--- src/rtl/cpu_clk_gen_m_pkg.sv ---
// Shared definitions for the CPU phi1 clock generator: state encoding, default
// widths and the clock-control field positions in the map register.
package cpu_clk_gen_pkg;

  localparam int unsigned DEF_DIV_W       = 4;
  localparam int unsigned DEF_TO_W        = 6;
  localparam int unsigned DEF_CNT_W       = 16;
  localparam int unsigned DEF_SYNC_STAGES = 2;

  typedef enum logic [1:0] {
    ST_STOP = 2'd0,
    ST_HI   = 2'd1,
    ST_LO   = 2'd2,
    ST_WAIT = 2'd3
  } clk_state_e;

  // Clock-control fields of the map register feeding run/ratio/align inputs
  localparam int unsigned MAP_HI_DIV_LSB = 0;
  localparam int unsigned MAP_LO_DIV_LSB = 4;
  localparam int unsigned MAP_RUN_BIT    = 8;
  localparam int unsigned MAP_ALIGN_BIT  = 9;

endpackage

--- src/rtl/cpu_clk_gen_m_sync_edge.sv ---
// Multi-stage synchroniser with a rising-edge detector on the synchronised
// level; usable for any asynchronous host strobe.
module sync_edge_m #(
  parameter int unsigned SYNC_STAGES = 2
) (
  input  logic clk,
  input  logic reset,
  input  logic din,
  output logic rise_c
);

  logic [SYNC_STAGES-1:0] sync_q;
  logic                   last_q;

  always_ff @(posedge clk) begin
    if (reset) begin
      sync_q <= '0;
      last_q <= 1'b0;
    end else begin
      sync_q <= {sync_q[SYNC_STAGES-2:0], din};
      last_q <= sync_q[SYNC_STAGES-1];
    end
  end

  // Edge = synchronised level now high, one cycle ago low
  assign rise_c = sync_q[SYNC_STAGES-1] & ~last_q;

endmodule

--- src/rtl/cpu_clk_gen_m.sv ---
// CPU phi1 clock generator: programmable high/low half-periods from the fast
// clock, run/stop control and optional alignment to the BBC phi0 rising edge.
module cpu_clk_gen_m
  import cpu_clk_gen_pkg::*;
#(
  parameter int unsigned DIV_W       = DEF_DIV_W,
  parameter int unsigned SYNC_STAGES = DEF_SYNC_STAGES,
  parameter int unsigned TO_W        = DEF_TO_W,
  parameter int unsigned CNT_W       = DEF_CNT_W
) (
  input  logic             bbc_ck8,
  input  logic             reset,
  input  logic             run_ip,
  input  logic [DIV_W-1:0] hi_div_ip,
  input  logic [DIV_W-1:0] lo_div_ip,
  input  logic             ls_align_ip,
  input  logic             bbc_ck2_phi0_ip,
  output logic             ck_op,
  output logic             rise_op,
  output logic             fall_op,
  output logic             stopped_op,
  output logic             aligned_op,
  output logic             timeout_op,
  output logic [CNT_W-1:0] period_cnt_op
);

  clk_state_e       state_q, state_d;
  logic [DIV_W-1:0] hi_q, hi_d;
  logic [DIV_W-1:0] lo_q, lo_d;
  logic [DIV_W-1:0] cnt_q, cnt_d;
  logic [TO_W-1:0]  to_q, to_d;
  logic             ck_d, rise_d, fall_d, stopped_d, aligned_d, timeout_d;
  logic [CNT_W-1:0] period_d;
  logic             go_hi;
  logic             phi0_rise_c;

  sync_edge_m #(
    .SYNC_STAGES (SYNC_STAGES)
  ) u_phi0_sync (
    .clk    (bbc_ck8),
    .reset  (reset),
    .din    (bbc_ck2_phi0_ip),
    .rise_c (phi0_rise_c)
  );

  // Next-state and next-output logic; every output is registered below
  always_comb begin
    state_d   = state_q;
    hi_d      = hi_q;
    lo_d      = lo_q;
    cnt_d     = cnt_q;
    to_d      = to_q;
    rise_d    = 1'b0;
    fall_d    = 1'b0;
    aligned_d = 1'b0;
    timeout_d = timeout_op;
    period_d  = period_cnt_op;
    go_hi     = 1'b0;

    case (state_q)
      ST_STOP: begin
        if (run_ip) go_hi = 1'b1;
      end
      ST_HI: begin
        if (cnt_q == '0) begin
          state_d = ST_LO;
          cnt_d   = lo_q;
          fall_d  = 1'b1;
        end else begin
          cnt_d = cnt_q - DIV_W'(1);
        end
      end
      ST_LO: begin
        if (cnt_q == '0) begin
          period_d = period_cnt_op + CNT_W'(1);
          if (!run_ip) begin
            state_d = ST_STOP;
          end else if (ls_align_ip) begin
            state_d = ST_WAIT;
            to_d    = '0;
          end else begin
            go_hi = 1'b1;
          end
        end else begin
          cnt_d = cnt_q - DIV_W'(1);
        end
      end
      ST_WAIT: begin
        // Stop beats edge, edge beats timeout
        if (!run_ip) begin
          state_d = ST_STOP;
        end else if (phi0_rise_c) begin
          go_hi     = 1'b1;
          aligned_d = 1'b1;
        end else if (&to_q) begin
          go_hi     = 1'b1;
          timeout_d = 1'b1;
        end else begin
          to_d = to_q + TO_W'(1);
        end
      end
      default: state_d = ST_STOP;
    endcase

    // Period start: ratios are sampled only here
    if (go_hi) begin
      state_d = ST_HI;
      hi_d    = hi_div_ip;
      lo_d    = lo_div_ip;
      cnt_d   = hi_div_ip;
      rise_d  = 1'b1;
    end

    ck_d      = (state_d == ST_HI);
    stopped_d = (state_d == ST_STOP);
  end

  always_ff @(posedge bbc_ck8) begin
    if (reset) begin
      state_q       <= ST_STOP;
      hi_q          <= '0;
      lo_q          <= '0;
      cnt_q         <= '0;
      to_q          <= '0;
      ck_op         <= 1'b0;
      rise_op       <= 1'b0;
      fall_op       <= 1'b0;
      stopped_op    <= 1'b1;
      aligned_op    <= 1'b0;
      timeout_op    <= 1'b0;
      period_cnt_op <= '0;
    end else begin
      state_q       <= state_d;
      hi_q          <= hi_d;
      lo_q          <= lo_d;
      cnt_q         <= cnt_d;
      to_q          <= to_d;
      ck_op         <= ck_d;
      rise_op       <= rise_d;
      fall_op       <= fall_d;
      stopped_op    <= stopped_d;
      aligned_op    <= aligned_d;
      timeout_op    <= timeout_d;
      period_cnt_op <= period_d;
    end
  end

endmodule

--- config.mk ---
export PLATFORM = sky130hd
export DESIGN_NAME = cpu_clk_gen_m
export DESIGN_NICKNAME = d
export VERILOG_FILES = /design/src/rtl/cpu_clk_gen_m_pkg.sv /design/src/rtl/cpu_clk_gen_m_sync_edge.sv /design/src/rtl/cpu_clk_gen_m.sv
export SDC_FILE = /design/constraint.sdc
export NUM_CORES = 1
export LEC_CHECK = 0
export CORE_ASPECT_RATIO = 0.9
export CORE_MARGIN = 10
export CORE_UTILIZATION = 47
export CTS_CLUSTER_SIZE = 8
export DETAILED_ROUTE_END_ITERATION = 8
export PLACE_DENSITY = 0.75
export SLEW_MARGIN = 20
export SYNTH_ARGS = -nofsm -noshare
export SYNTH_HDL_FRONTEND = slang
export SYNTH_SLANG_ARGS = --single-unit
--- constraint.sdc ---
create_clock -name bbc_ck8 -period 1.9 [get_ports bbc_ck8]
set_input_delay 0.285 -clock bbc_ck8 [delete_from_list [all_inputs] [get_ports bbc_ck8]]
set_output_delay 0.285 -clock bbc_ck8 [all_outputs]
set_load 0.01 [all_outputs]
==> results.md <==
- Outcome: complete, but fails checks
- Failing checks: negative setup slack
- Filler cells: 347
- Antenna diodes: 0
- WP data arrival: 2.15 ns
- Largest family of logic cells by synthesized area: simple AND/OR/NAND/NOR gates
- CTS tree: built
- Post-Synth Adder-Cell Area: 1.89%
- Worst Max-Slew Pin Slew: 0.403 ns
- Synth area leader: dfxtp_1
- Die Span X: 88.6 um
- Starting DRT DRC Count: 136
- Cell internal pwr: 1.78 mW
- Clock latency on the worst-skew pair: 0.30 ns
- Worst Hold Class: reg2reg
- Critical Path Start: cnt_q[0]
- DR DRC count: 0
- Slew Viols, Final: 0
- Largest net degree at the start of global routing: 20
- Initial antenna violation count: 0
- Net Sw Frac: 28.6%
- Fin nets: 317
- Hold buffers post-CTS: 0
- Clock Path Buffers: 2
- Post-route ant nets: 0
- Initial Utilization: 48.8%
- Reg-to-Reg Start: cnt_q[0]
- CTS buffer count: 5
- Switching power: 0.715 mW
- Flop pwr share: 37.8%
- DIE HEIGHT: 81.7 um
- # clock sinks: 41
- Post-synth cell types: 43
- Ys flop type: dfxtp_1
- Vias in the first global route: 1870
- Routed WL per cell: 15.7 um
- Tcrit/Tclk final: 100%
- Setup-failing EPs final: 1
- CP endpoint kind: flip-flop
- Hpwl dp: 3850 um
- Setup TNS: -0.00508 ns
- Max Cap Viol: 0
- Net Count, Synth: 253
- Clk_skew: 0.00475 ns
- Final Hold Vio Count: 0
- Final Worst Setup Slack: -0.00508 ns
- Global-route wire length before repair: 8890 um
- Design area: 2830 um2
- CP max FO: 7
- Leak: 1.01 nW
- WS Path Type: reg2reg
- P&R area growth vs syn: 42.1%
- Slew margin rel.: 73.1%
- GPL Wtd Cong: 0.891
- Register bit total from synthesis: 41
- Router iterations before antenna repair: 4
- Synth Area in XOR/XNOR: 3.08%
- Main area contributors after synthesis: dfxtp_1, a21oi_1, nand3_1
- Root Driver: clkbuf_8
- Clock power share: 33.4%
- Synthesis warning total: 0
- Cell Pwr Density: 884 nW/um2
- Overflow after GRT: 0
- PortBufs: 34
- Synth Area in Compound Gates: 21.4%
- Max VDD drop: 544 uV
- RSZ-0062 raised after global routing: yes
- Number of synthesized flops with an enable pin: 0
- Hold wc startpoint: u_phi0_sync.last_q
- Clock slew at reported path FFs: 0.08 ns
- Post-Syn Area per Cell: 8.39 um2
- Mapped cell area: 1990 um2
- H-tree depth: 2
- Post-Synth Simple-Gate Area: 25.0%
- Via Count: 1987
- Layout cells sized above 1: 21.2%
- Startpoint Class: flip-flop
- Row count: 22
- Mux cell area share after synthesis: 3.02%
- Async SR Flop Fraction: 0%
- Total wire length: 5510 um
- Sequential share of the synthesized area: 41.3%
- DR vias/cell: 5.68
- Tmin final: 1.91 ns
- Comb pwr share: 28.8%
- Top cell type's share of synthesized area: 41.3%
- Die area: 7230 um2
- Placed Area: 2580 um2
- Max Freq: 525 MHz
- Post-Syn Instances: 237
- Minimum setup slack after placement: -0.123 ns
- WP data required: 2.14 ns
- Core ar.: 4070 um2
- Total GRT Usage: 15.4%
- I/O pins: 35
## power groups by stage
stage	logic, mW	registers, mW	clock network (mW)
finish	0.719	0.943	0.834
global route	0.788	0.948	0.880
CTS	0.674	0.941	0.844
detailed placement	0.645	0.958	0
global placement	0.638	0.957	0
floorplan	0.348	0.966	0
## cell families (layout without fill, tap and decap cells)
kind of cell | count (synthesis) | in the layout
AO/OA/AOI/OAI | 66 | 66
adder cells (fa/ha/maj) | 3 | 3
AND/OR/NAND/NOR | 92 | 92
buffers and inverters | 22 | 87
XOR/XNOR | 7 | 7
flip-flops | 41 | 41
multiplexers | 6 | 6
## path summary, 6_finish.rpt
check,cells past startpoint,slack (ns),end
max reg2reg,6,-0.005,period_cnt_op[14]
max,6,-0.005,period_cnt_op[14]
min reg2reg,1,0.43,aligned_op
min,1,0.43,aligned_op
## layout by cell type, fill, tap and decap left out, types with 4 or more instances in the layout
cell	instances
nor2b_1	5
mux2i_1	6
clkbuf_8	5
clkdlybuf4s50_1	34
nand4_1	5
or3_1	5
nand3_1	16
nand2_1	17
buf_4	36
inv_1	7
o211ai_1	4
xor2_1	4
o21ai_0	12
nor2_1	12
nor3_1	5
dfxtp_1	39
o31ai_1	5
a21oi_1	19
nand2b_1	8
## metrics by stage
| stage | cells | total power, mW | hold slack, ns | utilization [%] |
|---|---|---|---|---|
| 2_1_floorplan | 237 | 1.31 | 0.392 | - |
| 3_3_place_gp | 337 | 1.59 | 0.413 | 63.4 |
| 3_5_place_dp | 337 | 1.60 | 0.409 | 63.4 |
| 4_1_cts | 346 | 2.46 | 0.431 | 67.4 |
| 5_1_grt | 350 | 2.62 | 0.448 | 69.3 |
| 6_report | 350 | 2.50 | 0.427 | 69.3 |
## state kept, by name, summed over array words and instances (netlist names), 2 cells and up
signal and flops:
period_cnt_op 16, u_phi0_sync.sync_q 2, cnt_q 4, state_q 2
to_q 6, lo_q 4
## critical path, stage by stage (launching register included)
cell and delay [ns]:
dfxtp_2 0.33, inv_2 0.08, ha_4 0.13, or3b_4 0.38, or3_4 0.37, or4_4 0.43, a21oi_2 0.11
## repair_timing
action | in CTS | in global routing
pin swaps | 1 | 2
endpoints found under the hold margin | 0 | 0
endpoints found under the setup margin | 8 | 18
gates resized for setup | 4 | 12
setup buffers | 1 | 4
## Yosys cell counts (6+ instances only)
cell type  count
a21oi_1       21
clkbuf_1      10
dfxtp_1       41
inv_1          9
mux2i_1        6
nand2_1       17
nand2b_1       8
nand3_1       16
nor2_1        12
o21ai_0       12
or3_1          6
## final cells by class
| type | count | area [um2] | area share, % |
|---|---|---|---|
| multi-input cells | 174 | 1160 | 41.2 |
| flip-flops and latches | 41 | 823 | 29.1 |
| repair buffers | 70 | 611 | 21.6 |
| clock buffers | 5 | 68.8 | 2.44 |
| clock inverters | 3 | 65.1 | 2.30 |
| well taps | 48 | 60.1 | 2.13 |
| inverters | 9 | 33.8 | 1.20 |
## metal layers
layer,up-vias,global-route usage (%),wire length (um)
li1,999,-,-
met1,947,19.0,2470
met2,35,25.4,2670
met3,6,5.34,318
met4,0,3.39,43
met5,-,0,0
Note: power is estimated with default switching activity, not from simulation.
